`src/rtl/seq_interval_timer.sv`:
```
// Tick-based interval timer for the display-sequencing FSM: counts prescaled ticks
// and flags when the requested count is reached. Define SEQ_TIMER_PAUSE_EN for the pause input.
module seq_interval_timer #(
    parameter int TICK_DIV = 50000000,
    parameter int DIV_W    = 26
) (
    input  logic       clock,
    input  logic       reset,
    input  logic       initCount,
    input  logic [2:0] countVal,
`ifdef SEQ_TIMER_PAUSE_EN
    input  logic       pause,
`endif
    output logic       contBETval,
    output logic [2:0] count,
    output logic       tick
);

    localparam logic [DIV_W-1:0] PRE_LAST = DIV_W'(TICK_DIV - 1);

    logic [DIV_W-1:0] pre_q, pre_d;
    logic [2:0]       cnt_q, cnt_d;
    logic [2:0]       val_q, val_d;
    logic             tick_q, tick_d;
    logic             restart;
    logic             paused;

`ifdef SEQ_TIMER_PAUSE_EN
    assign paused = pause;
`else
    assign paused = 1'b0;
`endif

    // Any change of request (or withdrawal) starts a fresh phase, so no stale done survives.
    assign restart = !initCount || (countVal != val_q);

    always_comb begin
        pre_d  = pre_q;
        cnt_d  = cnt_q;
        val_d  = val_q;
        tick_d = 1'b0;
        if (restart) begin
            pre_d = '0;
            cnt_d = 3'd0;
            val_d = countVal;
        end else if (paused) begin
            tick_d = 1'b0;
        end else if (pre_q == PRE_LAST) begin
            pre_d  = '0;
            tick_d = 1'b1;
            cnt_d  = (cnt_q == 3'd7) ? 3'd7 : cnt_q + 3'd1;
        end else begin
            pre_d = pre_q + DIV_W'(1);
        end
    end

    always_ff @(posedge clock or negedge reset) begin
        if (!reset) begin
            pre_q  <= '0;
            cnt_q  <= 3'd0;
            val_q  <= 3'd0;
            tick_q <= 1'b0;
        end else begin
            pre_q  <= pre_d;
            cnt_q  <= cnt_d;
            val_q  <= val_d;
            tick_q <= tick_d;
        end
    end

    assign contBETval = initCount && (countVal == val_q) && (cnt_q >= val_q);
    assign count      = cnt_q;
    assign tick       = tick_q;

endmodule

```
`config.mk`:
```
export PLATFORM = sky130hd
export DESIGN_NAME = seq_interval_timer
export DESIGN_NICKNAME = d
export VERILOG_FILES = /design/src/rtl/seq_interval_timer.sv
export SDC_FILE = /design/constraint.sdc
export NUM_CORES = 1
export LEC_CHECK = 0
export BUFFER_PORTS_ARGS = -buffer_cell sky130_fd_sc_hd__buf_4
export CORE_MARGIN = 1.5
export CORE_UTILIZATION = 59
export DETAILED_ROUTE_END_ITERATION = 10
export PLACE_DENSITY = 0.88
export SYNTH_ARGS = -nofsm -noshare
export SYNTH_HDL_FRONTEND = slang
export SYNTH_SLANG_ARGS = --single-unit
```
`constraint.sdc`:
```
create_clock -name clock -period 2.48 [get_ports clock]
set_input_delay 0.248 -clock clock [delete_from_list [all_inputs] [get_ports clock]]
set_output_delay 0.248 -clock clock [all_outputs]
set_load 0.05 [all_outputs]
```
==> impl_metrics.csv <==
group,metric,value,unit
clocking,cts_setup_buffers,0,
yosys,yosys_register_bits,33,
clocking,clock-root-buffer,"sky130_fd_sc_hd__clkbuf_4",
finish,antenna-diode-count,0,
yosys,synth_seq_area_share,46.4,%
sta,max_freq,488,MHz
critical_path,critPathLaunchType,"flop",
yosys,synthCells,182,
placement,pre_cts_ws,0.467,ns
pwr,power.static_leakage,0.725,nW
route,drt_wl_total,3470,um
sta,finalCritPeriodShare,82.6,%
critical_path,worst_path_class_setup,"reg2out",
placement,post_dp_cell_area,0.00185,mm^2
route,detail-route-antenna-nets,0,
pwr,internal-power,0.668,mW
sta,slew_violations,0,
global_route,pin_count_of_the_biggest_net_entering_global_routing,34,
critical_path,rrSetupSlack,0.43,ns
floorplanning,placeableCoreArea,0.00281,mm^2
yosys,synth_top_cell_area_share,46.4,%
finish,final_area,0.00191,mm^2
route,drtPass1Iterations,6,
yosys,synth_fa_ha_area_share,3.52,%
yosys,synth_cell_types,31,
global_route,wire_length_of_the_first_global_routing_pass,5810,um
critical_path,worst_path_largest_cell_delay,0.41,ns
pwr,power,0.870,mW
floorplanning,die_height,57.9,um
pwr,comb_power_share,4.4,%
yosys,ys.warnings.count,0,
yosys,syn-num-nets,193,
sta,final_hold_viol_count,0,
yosys,avgSynthCellArea,9.77,um^2
finish,drive_gt1_share,9.79,%
clocking,maximum_level_of_the_cts_h_tree,2,
floorplanning,initial_cell_density_of_the_core,63.4,%
global_route,antenna_violations_before_repair,0,
floorplanning,chipWidth,57.9,um
route,detail_route.iter0.violations,53,
clocking,cts_tree,"built",
yosys,synth_compound_area_share,12.0,%
critical_path,worstPathRequired,2.23,ns
route,routed_via_density,6.39,
yosys,syn_area,0.00178,mm^2
finish,area_growth_from_synthesis_to_layout,7.46,%
run,drv_cap,0,
route,num_vias,1437,
run_status,outcome,"finished clean",
floorplanning,row_count,19,
critical_path,crit_chain,"inv_1 -> ha_1 -> nand2b_1 -> a21o_1 -> a21oi_1 -> nor2_1 -> buf_4",
pwr,pwr-share-seq,62.5,%
route,post-route-drc-count,0,
critical_path,worstPathBufferInverterCount,2,
sta,timing.slew.headroom,68.3,%
global_route,grt.overflow.total,0,
route,route.detailed.wl_per_inst,15.4,um
global_route,grt.total_usage,23.0,%
clocking,cts.clk_slew.worst_paths,0.10,ns
placement,gp_congestion,0.792,
sta,final_period_minus_worst_setup_slack,2.05,ns
pwr,ir_drop,0.000281,V
pwr,power.density_cell_area,455,mW/mm^2
floorplanning,die-area,0.00335,mm^2
critical_path,cp_slowest_cell,"sky130_fd_sc_hd__dfrtp_1",
sta,finalSetupViolations,0,
clocking,numCtsBuffers,5,
floorplanning,floorplan.io_pins,11,
finish,num-nets-final,204,
placement,place.detailed.hpwl,2420,um
yosys,synth_area_leader_cell,"sky130_fd_sc_hd__dfrtp_1",
clocking,max-clock-path-buffers,2,
yosys,synth_xor_xnor_area_share,7.39,%
sta,skew,0.0125,ns
sta,timing.final.ws_setup,0.432,ns
yosys,yosys-top-cells-area,"sky130_fd_sc_hd__dfrtp_1 46%, sky130_fd_sc_hd__xnor2_1 4.9%, sky130_fd_sc_hd__a21oi_1 4.8%",
critical_path,critical-path-top-delay-family,"flip-flops",
sta,rsz0062_at_grt,"no",
yosys,synth_top_family_by_area,"simple AND/OR/NAND/NOR gates",
global_route,vias_in_the_first_global_route,1339,
critical_path,cp_data_arrival_time,1.80,ns
clocking,worst_skew_pair.late_latency,0.35,ns
pwr,power.clock.fraction,33.2,%
sta,worst_pin_slew,0.472,ns
yosys,muxShareOfSynthArea,0,%
critical_path,critical_path.endpoint_type,"output pin",
sta,final.setup.tns,0,ns
critical_path,worstPathMaxFanout,4,
pwr,netSwitchingPower,0.202,mW
yosys,synth-simple-area-share,26.5,%
pwr,netSwitchingFraction,23.2,%
clocking,clock_sinks,33,
placement,buffer_ports.inserted,10,
worst_hold_path,hold_path_class,"in2reg",
-- per-stage QoR --
step           hold WS (ns)  std cells  utilization (%)
2_1_floorplan       -0.0476        182                -
3_3_place_gp          0.207        216             66.0
3_5_place_dp          0.208        216             66.0
4_1_cts              0.0172        225             68.1
5_1_grt              0.0151        225             68.1
6_report             0.0235        225             68.1
-- what timing repair did --
action,CTS,global route
gates resized for setup,0,0
setup endpoints to repair,0,0
hold buffers,1,0
endpoints found under the hold margin,33,0
-- cell type report --
class	instances	area, um^2
inverter	7	26.3
multi-input combinational	134	878
timing repair buffer	12	92.6
tap	31	38.8
sequential	33	826
fill	236	895
clock buffer	8	48.8
-- worst reg2reg max path, delay by kind of cell (launching register included) --
| family | cells | cell delay, ns |
|---|---|---|
| flip-flops | 1 | 0.46 |
| AO/OA/AOI/OAI | 1 | 0.34 |
| AND/OR/NAND/NOR | 3 | 1.12 |
-- routing by layer --
metal / up-vias / share of wire, % / GRT usage [%]
li1: 690 / - / -
met2: 30 / 49 / 37.0
met3: 9 / 4.3 / 7.59
met4: 0 / 2.0 / 9.30
met1: 708 / 45 / 28.8
met5: - / 0 / 0
-- power by group through the flow --
stage	Combinational [mW]	Clock [mW]	Sequential [mW]
after floorplan	0.0210	0	0.554
after global placement	0.0364	0	0.554
after detailed placement	0.0379	0	0.554
after CTS	0.0395	0.292	0.544
after global routing	0.0436	0.312	0.544
final	0.0381	0.289	0.544
-- state kept, by name, summed over array words and instances, names as in the netlist --
register  cells
val_q         3
pre_q        26
tick          1
count         3
-- layout by cell type (no fill, tap or decap) --
| master | instances |
|---|---|
| sky130_fd_sc_hd__a21o_1 | 1 |
| sky130_fd_sc_hd__xor2_1 | 5 |
| sky130_fd_sc_hd__dlygate4sd3_1 | 1 |
| sky130_fd_sc_hd__or3_1 | 2 |
| sky130_fd_sc_hd__nor2_1 | 20 |
| sky130_fd_sc_hd__a41o_1 | 1 |
| sky130_fd_sc_hd__clkbuf_1 | 3 |
| sky130_fd_sc_hd__nand4_1 | 9 |
| sky130_fd_sc_hd__nand2_1 | 11 |
| sky130_fd_sc_hd__xnor2_1 | 10 |
| sky130_fd_sc_hd__or4bb_1 | 1 |
| sky130_fd_sc_hd__inv_1 | 7 |
| sky130_fd_sc_hd__a21oi_1 | 17 |
| sky130_fd_sc_hd__and3_1 | 1 |
| sky130_fd_sc_hd__or4b_4 | 1 |
| sky130_fd_sc_hd__nor4_1 | 1 |
| sky130_fd_sc_hd__a21o_4 | 1 |
| sky130_fd_sc_hd__o21ai_0 | 1 |
| sky130_fd_sc_hd__dfrtp_1 | 33 |
| sky130_fd_sc_hd__or2_1 | 1 |
| sky130_fd_sc_hd__a41oi_1 | 1 |
| sky130_fd_sc_hd__and4_1 | 7 |
| sky130_fd_sc_hd__o31ai_1 | 11 |
| sky130_fd_sc_hd__nand2b_1 | 1 |
| sky130_fd_sc_hd__ha_1 | 5 |
| sky130_fd_sc_hd__clkbuf_4 | 5 |
| sky130_fd_sc_hd__nor4_4 | 1 |
| sky130_fd_sc_hd__buf_4 | 11 |
| sky130_fd_sc_hd__nor3_1 | 5 |
| sky130_fd_sc_hd__nand3_1 | 9 |
| sky130_fd_sc_hd__or4_1 | 11 |
-- kinds of logic after synthesis --
logic type / after synthesis
compound gates: 33
fa+ha+maj: 5
xor+xnor: 15
buf+inv: 15
simple gates: 81
flops: 33
-- worst paths after layout --
| check | from | end | cells past startpoint |
|---|---|---|---|
| worst max-delay path | count[0]$_DFFE_PN0P_ | contBETval | 7 |
| worst min-delay path | countVal[0] | val_q[0]$_DFFE_PN0N_ | 1 |
| worst max register to register | pre_q[16]$_DFF_PN0_ | pre_q[4]$_DFF_PN0_ | 4 |
| worst min register to register | pre_q[0]$_DFF_PN0_ | pre_q[0]$_DFF_PN0_ | 1 |
| max in group asynchronous | reset | pre_q[1]$_DFF_PN0_ | 2 |
| min in group asynchronous | reset | pre_q[25]$_DFF_PN0_ | 2 |
-- Yosys cell counts --
master,n
sky130_fd_sc_hd__a21o_1,1
sky130_fd_sc_hd__a21o_4,1
sky130_fd_sc_hd__a21oi_1,17
sky130_fd_sc_hd__a41o_1,1
sky130_fd_sc_hd__a41oi_1,1
sky130_fd_sc_hd__and3_1,1
sky130_fd_sc_hd__and4_1,7
sky130_fd_sc_hd__buf_2,1
sky130_fd_sc_hd__buf_6,2
sky130_fd_sc_hd__clkbuf_1,4
sky130_fd_sc_hd__clkbuf_2,1
sky130_fd_sc_hd__dfrtp_1,33
sky130_fd_sc_hd__ha_1,5
sky130_fd_sc_hd__inv_1,7
sky130_fd_sc_hd__nand2_1,11
sky130_fd_sc_hd__nand2b_1,1
sky130_fd_sc_hd__nand3_1,9
sky130_fd_sc_hd__nand4_1,9
sky130_fd_sc_hd__nor2_1,20
sky130_fd_sc_hd__nor3_1,5
sky130_fd_sc_hd__nor4_1,1
sky130_fd_sc_hd__nor4_4,1
sky130_fd_sc_hd__o21ai_0,1
sky130_fd_sc_hd__o31ai_1,11
sky130_fd_sc_hd__or2_1,1
sky130_fd_sc_hd__or3_1,2
sky130_fd_sc_hd__or4_1,11
sky130_fd_sc_hd__or4b_4,1
sky130_fd_sc_hd__or4bb_1,1
sky130_fd_sc_hd__xnor2_1,10
sky130_fd_sc_hd__xor2_1,5
(Power assumes the default switching activity.)
